**src/rtl/audio_sample_fifo.sv**
```systemverilog
// audio_sample_fifo: stereo sample buffer between the synthesis core and the I2S
// transmitter. Pairs are pushed over valid/ready and popped once per LRCLK rising
// edge; popped pairs are held on the outputs, and an empty pop raises a one-cycle
// underrun pulse while the last good pair is repeated.
// Optional: define AUDIO_FIFO_STATS_EN to add a saturating underrun_count output.
module audio_sample_fifo #(
  parameter int unsigned DEPTH = 16,
  parameter int unsigned WIDTH = 24
) (
  input  logic                     clk,
  input  logic                     rst_n,
  input  logic                     in_valid,
  output logic                     in_ready,
  input  logic [WIDTH-1:0]         in_left,
  input  logic [WIDTH-1:0]         in_right,
  input  logic                     lrclk,
  output logic [WIDTH-1:0]         out_left,
  output logic [WIDTH-1:0]         out_right,
  output logic [$clog2(DEPTH):0]   level,
  output logic                     underrun
`ifdef AUDIO_FIFO_STATS_EN
  ,
  output logic [15:0]              underrun_count
`endif
);

  localparam int unsigned AW = $clog2(DEPTH);
  localparam int unsigned LW = AW + 1;

  logic [2*WIDTH-1:0] mem_q [DEPTH];

  logic [AW-1:0]    wr_ptr_q, wr_ptr_d;
  logic [AW-1:0]    rd_ptr_q, rd_ptr_d;
  logic [LW-1:0]    level_q, level_d;
  logic             s1_q, s2_q, s3_q;
  logic [WIDTH-1:0] out_left_q, out_left_d;
  logic [WIDTH-1:0] out_right_q, out_right_d;
  logic             underrun_q, underrun_d;

  logic push, frame, empty, pop;

  // Handshake and frame-edge decode from registered state only.
  always_comb begin
    in_ready = (level_q != LW'(DEPTH));
    push     = in_valid && in_ready;
    frame    = s2_q && !s3_q;
    empty    = (level_q == '0);
    // A pop only succeeds on stored data; a same-cycle push is not bypassed.
    pop      = frame && !empty;
  end

  // Next-state for pointers, occupancy, held outputs and underrun pulse.
  always_comb begin
    wr_ptr_d    = wr_ptr_q;
    rd_ptr_d    = rd_ptr_q;
    level_d     = level_q;
    out_left_d  = out_left_q;
    out_right_d = out_right_q;
    underrun_d  = frame && empty;

    if (push) begin
      wr_ptr_d = wr_ptr_q + 1'b1;
    end
    if (pop) begin
      rd_ptr_d                  = rd_ptr_q + 1'b1;
      {out_left_d, out_right_d} = mem_q[rd_ptr_q];
    end

    unique case ({push, pop})
      2'b10:   level_d = level_q + 1'b1;
      2'b01:   level_d = level_q - 1'b1;
      default: level_d = level_q;
    endcase
  end

  // Control state, LRCLK synchronizer and output holding registers.
  always_ff @(posedge clk or negedge rst_n) begin
    if (!rst_n) begin
      wr_ptr_q    <= '0;
      rd_ptr_q    <= '0;
      level_q     <= '0;
      s1_q        <= 1'b0;
      s2_q        <= 1'b0;
      s3_q        <= 1'b0;
      out_left_q  <= '0;
      out_right_q <= '0;
      underrun_q  <= 1'b0;
    end else begin
      wr_ptr_q    <= wr_ptr_d;
      rd_ptr_q    <= rd_ptr_d;
      level_q     <= level_d;
      s1_q        <= lrclk;
      s2_q        <= s1_q;
      s3_q        <= s2_q;
      out_left_q  <= out_left_d;
      out_right_q <= out_right_d;
      underrun_q  <= underrun_d;
    end
  end

  // Sample storage; no reset since entries are always written before being read.
  always_ff @(posedge clk) begin
    if (push) begin
      mem_q[wr_ptr_q] <= {in_left, in_right};
    end
  end

  assign out_left  = out_left_q;
  assign out_right = out_right_q;
  assign level     = level_q;
  assign underrun  = underrun_q;

`ifdef AUDIO_FIFO_STATS_EN
  logic [15:0] ucnt_q, ucnt_d;

  // Saturating count of underrun events, advanced alongside the pulse itself.
  always_comb begin
    ucnt_d = ucnt_q;
    if (underrun_d && (ucnt_q != 16'hFFFF)) begin
      ucnt_d = ucnt_q + 16'd1;
    end
  end

  // Counter register, cleared only by reset.
  always_ff @(posedge clk or negedge rst_n) begin
    if (!rst_n) begin
      ucnt_q <= '0;
    end else begin
      ucnt_q <= ucnt_d;
    end
  end

  assign underrun_count = ucnt_q;
`endif

endmodule

```
**config.mk**
```make
export PLATFORM = sky130hd
export DESIGN_NAME = audio_sample_fifo
export DESIGN_NICKNAME = d
export VERILOG_FILES = /design/src/rtl/audio_sample_fifo.sv
export SDC_FILE = /design/constraint.sdc
export NUM_CORES = 1
export LEC_CHECK = 0
export BUFFER_PORTS_ARGS = -buffer_cell sky130_fd_sc_hd__clkbuf_2
export CAP_MARGIN = 10
export CORE_UTILIZATION = 60
export CTS_BUF_LIST = sky130_fd_sc_hd__clkbuf_4 sky130_fd_sc_hd__clkbuf_8 sky130_fd_sc_hd__clkbuf_16
export CTS_CLUSTER_DIAMETER = 200
export DETAILED_ROUTE_END_ITERATION = 10
export PLACE_DENSITY = 0.83
export SETUP_SLACK_MARGIN = 0.3
export SLEW_MARGIN = 20
export SYNTH_ARGS = -nofsm -noshare
export SYNTH_HDL_FRONTEND = slang
export SYNTH_SLANG_ARGS = --single-unit
```
**constraint.sdc**
```tcl
create_clock -name clk -period 5.25 [get_ports clk]
set_input_delay 1.05 -clock clk [delete_from_list [all_inputs] [get_ports clk]]
set_output_delay 1.05 -clock clk [all_outputs]
set_load 0.01 [all_outputs]
```
==> results.txt, run 1 <==
* Cell breakdown of the critical path: nor4_4 > a21boi_2 > nand2_1 > nor3_4 > buf_12
* Fill cell instance count of the final layout: between 2,000 and 3,000
- Counting both buffers and inverters, the worst setup path holds a total of 1.
- Async set-or-reset flop fraction in the synthesized netlist: under 10%
- Summed over all layers, the routed wires come to 73,700 um.
- Post-CTS setup buffer count: 0
- The region available for standard cell placement spans between 0.05 and 0.06 mm^2.
- Number of clock sinks: between 800 and 900
* Power density cells: ~550 mW/mm^2
- Power comes to 19.7 mW.
- In this run the tightest slew margin relative to its limit is 28.8%.
- Clock transition at the registers of the reported paths: roughly 0.060 ns
- Flop and latch count out of synthesis: between 800 and 900
* Standard-cell row count: between 80 and 90
* Worst path required time: roughly 5.5 ns
- Type of the worst min-delay path: flop to flop
- Share of final-layout standard cells stronger than drive strength 1: between 30% and 40%
- Hold_buf cts: 0
- Derived from the worst setup path, the maximum achievable clock frequency is approximately 0.31 GHz.
* Number of library cell types mapped by synthesis: 40
* Max_cap viols: 0
- The first TritonRoute pass finished after 5 iterations.
* Effective utilization at floorplan: about three fifths
* Leakage power figure: around 12 nW
- RSZ-0062 raised after global routing: no
- Result of the run: finished, final reports clean
- The number of nets handed over by synthesis was between 1,000 and 1,500.
- Of the post-synthesis cell area, the dominant cell type holds around 73%.
- Max Transition Viols Final: 0
* Final count of negative-setup-slack endpoints: 0
* DP HPWL: slightly below 40,000 um
- The clock reaches the later pin of the worst-skew pair after 0.63 ns.
- After detailed placement, the total cell area comes to between 0.03 and 0.04 mm^2.
- Via count of the first global-routing pass: ~16,000
* Critical path arrival: approximately 3.5 ns
* Total standard cell area after synthesis: between 0.03 and 0.04 mm^2
* Post-cts resize count: 0
- Area used by sequential logic in the layout: around 0.025 mm^2
- Counting the buffers created by CTS gives 79.
* Antenna fix cells: 0
* Worst vdd rail ir drop: 0.000413 V
- The routed layout has ~15,000 vias.
* Area added between synthesis and finish: 12.7%
- For this run, the total global-route usage over all layers was measured as ~29%.
- The slowest stage of the critical path is the sky130_fd_sc_hd__nor3_4 cell.
- The number of hold violations in the final report is 0.
* Sequential fraction of the synthesis area: roughly 80%
- Subtracting the final worst setup slack from the clock period gives about 3.2 ns.
- The die covers between 0.05 and 0.06 mm^2.
* Least-Margin Pin Slew: around 1.1 ns
- In this run the tool buffered the top-level ports with roughly 110 buffer cells.
* Final weighted congestion in routability-driven placement: 0.794
* Number of synthesized flops with an enable pin: between 700 and 800
- Average wire per standard cell: roughly 32 um
* Area occupied by multi-input gates: 0.00660 mm^2
- In this run the vertical extent of the chip is approximately 230 um.
- During I/O placement, the number of pins put on the boundary was about 110.
- Maximum number of pins on one net before global-route repair: between 80 and 90
- The first global-routing pass estimated 109,000 um of wire.
- Cell class contributing the biggest share of worst-path delay: simple AND/OR/NAND/NOR gates
- On the worst path, the slowest cell contributes a delay of between 0.9 and 1 ns.
* Worst setup slack for register-to-register paths: around 2.0 ns
- Average instance area after synthesis: 22.8 um^2
- TritonCTS clock tree: built
- Number of violations reported at the end of detailed-routing iteration 0: 1,753
- In this run the worst path has a maximum fanout of 32.
- The tree is rooted in a sky130_fd_sc_hd__clkbuf_16.
* Category of the critical setup timing path: flop to flop
- Sorting the synthesized cells by area gives the leading types as sky130_fd_sc_hd__edfxtp_1 (73%), sky130_fd_sc_hd__mux4_2 (14%), sky130_fd_sc_hd__dfrtp_1 (5.1%).
* Number of warnings issued by yosys: 0
- After technology mapping, the gate count stands at about 1,400.
- Final routed DRC violation total: 0
- The H-tree was split into 3 levels.
- Total overflow reported by the global router: 0
* Final clock period utilization by the worst path: between 60 and 70%
- The synthesized design spends more area on one cell type than any other, namely sky130_fd_sc_hd__edfxtp_1.
- Once detail routing completed, the nets flagged for antenna violations numbered 0.
- Via density per instance: 6.72
- The worst setup path is launched from a flop.
- Post-Route Setup TNS: 0 ns
- Crit. End Element: flop
* Setup clock skew after layout: between 0.03 and 0.04 ns
- After the last flow step, the layout net total stands at 1,589.
- Die W: about 230 um
- With fillers left out, the area of the finished cells amounts to between 0.03 and 0.04 mm^2.
- Among all flip-flop cells after synthesis, the most frequent one is sky130_fd_sc_hd__edfxtp_1.
- The initial antenna violation count was 2.
- On the final layout, the worst hold slack is roughly 0.36 ns.
- Largest buffer count on any clock path: 3
[cells by family (layout without fill, tap and decap cells)]
logic type                 Yosys count  in the layout  share of synthesized area, %
and+or+nand+nor                     49             49                         0.786
DFF                                833            833                          78.0
xor gates and xnor gates            10             10                         0.277
muxes                              242            242                          15.4
adders and majority gates            9              9                         0.356
AOI/OAI and AO/OA                  159            159                          3.52
buffers and inverters               86            292                          1.65
[cell type report]
class	count	share of cell area (%)
Timing Repair Buffer	139	2.41
Clock buffer	102	6.17
Tap cell	680	2.38
Sequential cell	833	69.2
Multi-Input combinational cell	469	18.5
Inverter	6	0.0631
Clock inverter	45	1.28
[per-stage QoR]
step	worst slack (ns)	utilization, %	std cells
floorplan	1.19	-	1388
global placement	1.70	63.9	2127
detailed placement	1.63	63.9	2127
CTS	2.02	69.0	2274
global route	1.86	69.0	2274
finish	2.04	69.0	2274
[sequential cells by signal, indices dropped and copies added (netlist names)]
signal	flops
mem_q	768
out_left	24
out_right	24
level	5
rd_ptr_q	4
wr_ptr_q	4
s1_q	1
s2_q	1
s3_q	1
underrun	1
[synth_stat cells, drive strengths merged, types with 6 or more instances]
master    n
edfxtp  768
mux4    192
o22ai    96
dfrtp    65
a21oi    52
mux2     50
clkbuf   42
buf      38
nor2     17
nand2    12
ha        9
xnor2     7
inv       6
[final timing paths]
| kind | endpoint | cells past startpoint | start |
|---|---|---|---|
| hold reg to reg | s2_q | 0 | s1_q |
| setup reg to reg | mem_q[1][39] | 5 | level[2] |
| min in group asynchronous | out_right[15] | 1 | rst_n |
| hold / removal | s2_q | 0 | s1_q |
| setup / recovery | mem_q[1][39] | 5 | level[2] |
| max in group asynchronous | rd_ptr_q[2] | 1 | rst_n |
[where the power goes]
| part | leakage (nW) | total, mW | switching, mW | internal [mW] |
|---|---|---|---|---|
| logic | 2.52 | 5.16 | 2.79 | 2.36 |
| registers | 7.66 | 8.68 | 0.572 | 8.11 |
| clock network | 1.33 | 5.87 | 2.45 | 3.42 |
[routing by layer]
layer  global-route usage [%]  wire length, um  vias up
li1                         -                -     6159
met1                     37.1            26600     8090
met2                     49.9            39500      850
met3                     4.62             5110      168
met4                     9.68             2430        4
met5                        0               23        -
[cells in the final DEF (no fill, tap or decap), drive strengths merged, types with 2 or more instances in the layout]
cell / count
inv: 8
bufinv: 9
edfxtp: 768
nor3: 4
nor2: 17
nand2: 12
nand2b: 4
clkbuf: 207
ha: 9
buf: 34
o22ai: 96
xnor2: 7
dfrtp: 65
clkinv: 32
nor2b: 3
o21ai: 4
xor2: 3
nand4: 2
a21oi: 52
mux4: 192
mux2: 50
clkinvlp: 2
(Power assumes the default switching activity.)
==> run 2: changes to the inputs <==
==> constraint.sdc (replaced) <==
create_clock -name clk -period 3.1 [get_ports clk]
set_input_delay 0.62 -clock clk [delete_from_list [all_inputs] [get_ports clk]]
set_output_delay 0.62 -clock clk [all_outputs]
set_load 0.01 [all_outputs]
==> results.txt, run 2 (synthesis gave the netlist of run 1 again) <==
* Result of the run: finished, final reports clean
- In the final routed layout, each cell accounts on average for roughly 32 um.
* Final weighted congestion in routability-driven placement: about 0.77
- Max frequency: 0.381 GHz
- Combinational share of power: around 27%
- Total routed wirelength: 73,600 um
- Initial antenna violation count: 4
* Max_cap viols: 0
- Category of the critical setup timing path: flop to flop
- Via density per instance: just under 7
- The later pin in the worst-skew pair is clocked with a latency of 0.64 ns.
- For the worst flop-to-flop path, the logic depth is 7.
- Reg-to-Reg End: out_left[22]
* Register name with the most flops: mem_q
- The share of total power dissipated in sequential elements is ~44%.
- Die W: 232 um
- RSZ-0062 raised after global routing: no
- In this run the register-to-register setup slack is roughly 0.47 ns.
- Antenna viol nets, final: 0
- For this design the total switching power over the nets is between 9 and 10 mW.
- In this run the tightest slew margin relative to its limit is 46.1%.
* Non-filler cells in the finished layout: ~2,300
- Number of clock sinks: 833
- Least-Margin Pin Slew: 0.808 ns
- The library cell used most frequently in the layout, excluding fill and tap cells, is sky130_fd_sc_hd__edfxtp_1.
- The via count of the first global-routing pass was roughly 17,000.
- Buffers placed on the I/O ports in this run total approximately 110.
- Between clock sinks in the finished design, the worst skew comes to 0.0246 ns.
* Clock tree root driver cell: sky130_fd_sc_hd__clkbuf_16
* Type of the worst min-delay path: input port to asynchronous set/reset pin
* Standard-cell row count: 83
* Leakage power figure: between 10 and 15 nW
- Core area: about 0.052 mm^2
- TritonCTS built the clock tree.
- In the finished design, the share of the clock period the worst path needs comes to 84.8%.
- Endpoints failing hold: 0
- In the routed design, unresolved DRC markers number 0.
- The routed layout has approximately 16,000 vias.
- Cell class contributing the biggest share of worst-path delay: buffers and inverters
* Shortest period the worst path allows: 2.63 ns
- The die covers around 0.054 mm^2.
- Post-Route Setup TNS: 0 ns
- At the worst endpoint, the arrival time is roughly 3.2 ns.
- Flip-flop count of the largest register after layout: ~770
- Pre-antenna DRT Iters: 5
- Cells with a size suffix above 1 make up 36.8% of the layout.
- Global-route wire length before repair: ~110,000 um
- Dividing total power by cell area gives a power density of 924 mW/mm^2.
- Clock transition at the registers of the reported paths: 0.06 ns
- Maximum number of pins on one net before global-route repair: 56
* Crit. End Element: flop
* Htree depth: 3
- IR analysis of the VDD net gives a maximum drop of approximately 0.00057 V.
* DP HPWL: between 30,000 and 40,000 um
* Cell breakdown of the critical path: nor4_4 > buf_4 > a21oi_4 > buf_4 > buf_6 > o22ai_2 > a21oi_1
- Overall routing resource usage: between 20 and 30%
- Max Transition Viols Final: 0
- Category of the worst setup path launch point: flop
- In this design, the stage delay of the slowest critical-path cell is around 0.63 ns.
- Most frequent cells in the layout: sky130_fd_sc_hd__edfxtp_1 (768), sky130_fd_sc_hd__mux4_2 (192), sky130_fd_sc_hd__clkbuf_2 (105), sky130_fd_sc_hd__clkbuf_16 (81), sky130_fd_sc_hd__o22ai_1 (69)
* Worst reg2reg path startpoint: level[2]
- Total overflow reported by the global router: 0
- Cell with the largest stage delay on the worst path: sky130_fd_sc_hd__buf_4
* Net switching share of the total power: just under 30%
- Die height: 232 um
- PnR Total Power: around 33 mW
- Clock tree synthesis inserted a total of 80 buffers.
- Worst path required time: ~3.6 ns
- The number of placed instances, taps included, is between 2,000 and 2,500.
- between 100 and 150 I/O pins were placed.
- The internal power of the cells totals 23.5 mW.
* Final count of negative-setup-slack endpoints: 0
* Area added between synthesis and finish: 13.6%
* Effective utilization at floorplan: between 60% and 70%
- No sink is reached through more buffers than the 3 on the longest clock path.
* Number of buffer and inverter instances along the worst setup path: 3
* Critical path fanouts, max: between 50 and 60
- Among the stages of the critical path, the cell type that occurs most often is sky130_fd_sc_hd__buf_4.
* Final #Nets: 1,617
- Share of total power in the clock network: approximately 29%
- For this block, the initial DRC count from the detailed router was about 1,800.
==> run 2: repair_timing <==
| action | in CTS | in global routing |
|---|---|---|
| resized for setup | 0 | 2 |
| pin swaps | 1 | 0 |
| buffers inserted | 2 | 0 |
| hold buffers | 0 | 0 |
| setup endpoints to repair | 1 | 24 |
==> run 2: routing by layer <==
layer  vias to the layer above  routed length (um)  global-route usage [%]
li1                       6213                   -                       -
met1                      8154               25700                    36.4
met2                      1024               37900                    48.1
met3                       207                7220                    5.86
met4                         6                2710                    12.6
met5                         -                  34                       0
==> run 2: power groups by stage <==
stage	Clock, mW	Sequential, mW	Combinational, mW
2_1_floorplan	0	14.5	6.35
3_3_place_gp	0	14.6	8.43
3_5_place_dp	0	14.7	8.66
4_1_cts	9.84	14.6	8.97
5_1_grt	10.3	14.7	9.41
6_report	9.74	14.6	8.91
==> run 2: worst max path at each step <==
stage	depth (start not counted)	startpoint	endpoint
4_1_cts	7	level[2]	out_left[22]
2_1_floorplan	5	level[2]	mem_q[15][0]
5_1_grt	11	level[0]	level[4]
6_report	7	level[2]	out_left[22]
3_5_place_dp	10	level[1]	level[4]
3_3_place_gp	10	level[1]	level[4]
==> run 2: area by class of cell <==
type,instances,area [um^2]
well taps,680,851
flip-flops and latches,833,24700
multi-input cells,469,6600
clock inverters,32,284
repair buffers,166,1140
clock buffers,116,2360
fillers,2876,15800
inverters,6,22.5
diodes,1,2.50
==> run 2: stage by stage <==
step | area [um^2] | setup slack, ns | hold slack [ns] | utilization [%]
after floorplan | 31800 | 0.180 | 0.324 | -
after global placement | 33300 | 0.405 | 0.368 | 64.4
after detailed placement | 33300 | 0.280 | 0.376 | 64.4
after CTS | 35900 | 0.357 | 0.0717 | 69.5
after global routing | 36000 | 0.336 | 0.0842 | 69.5
final | 36000 | 0.472 | 0.0822 | 69.5
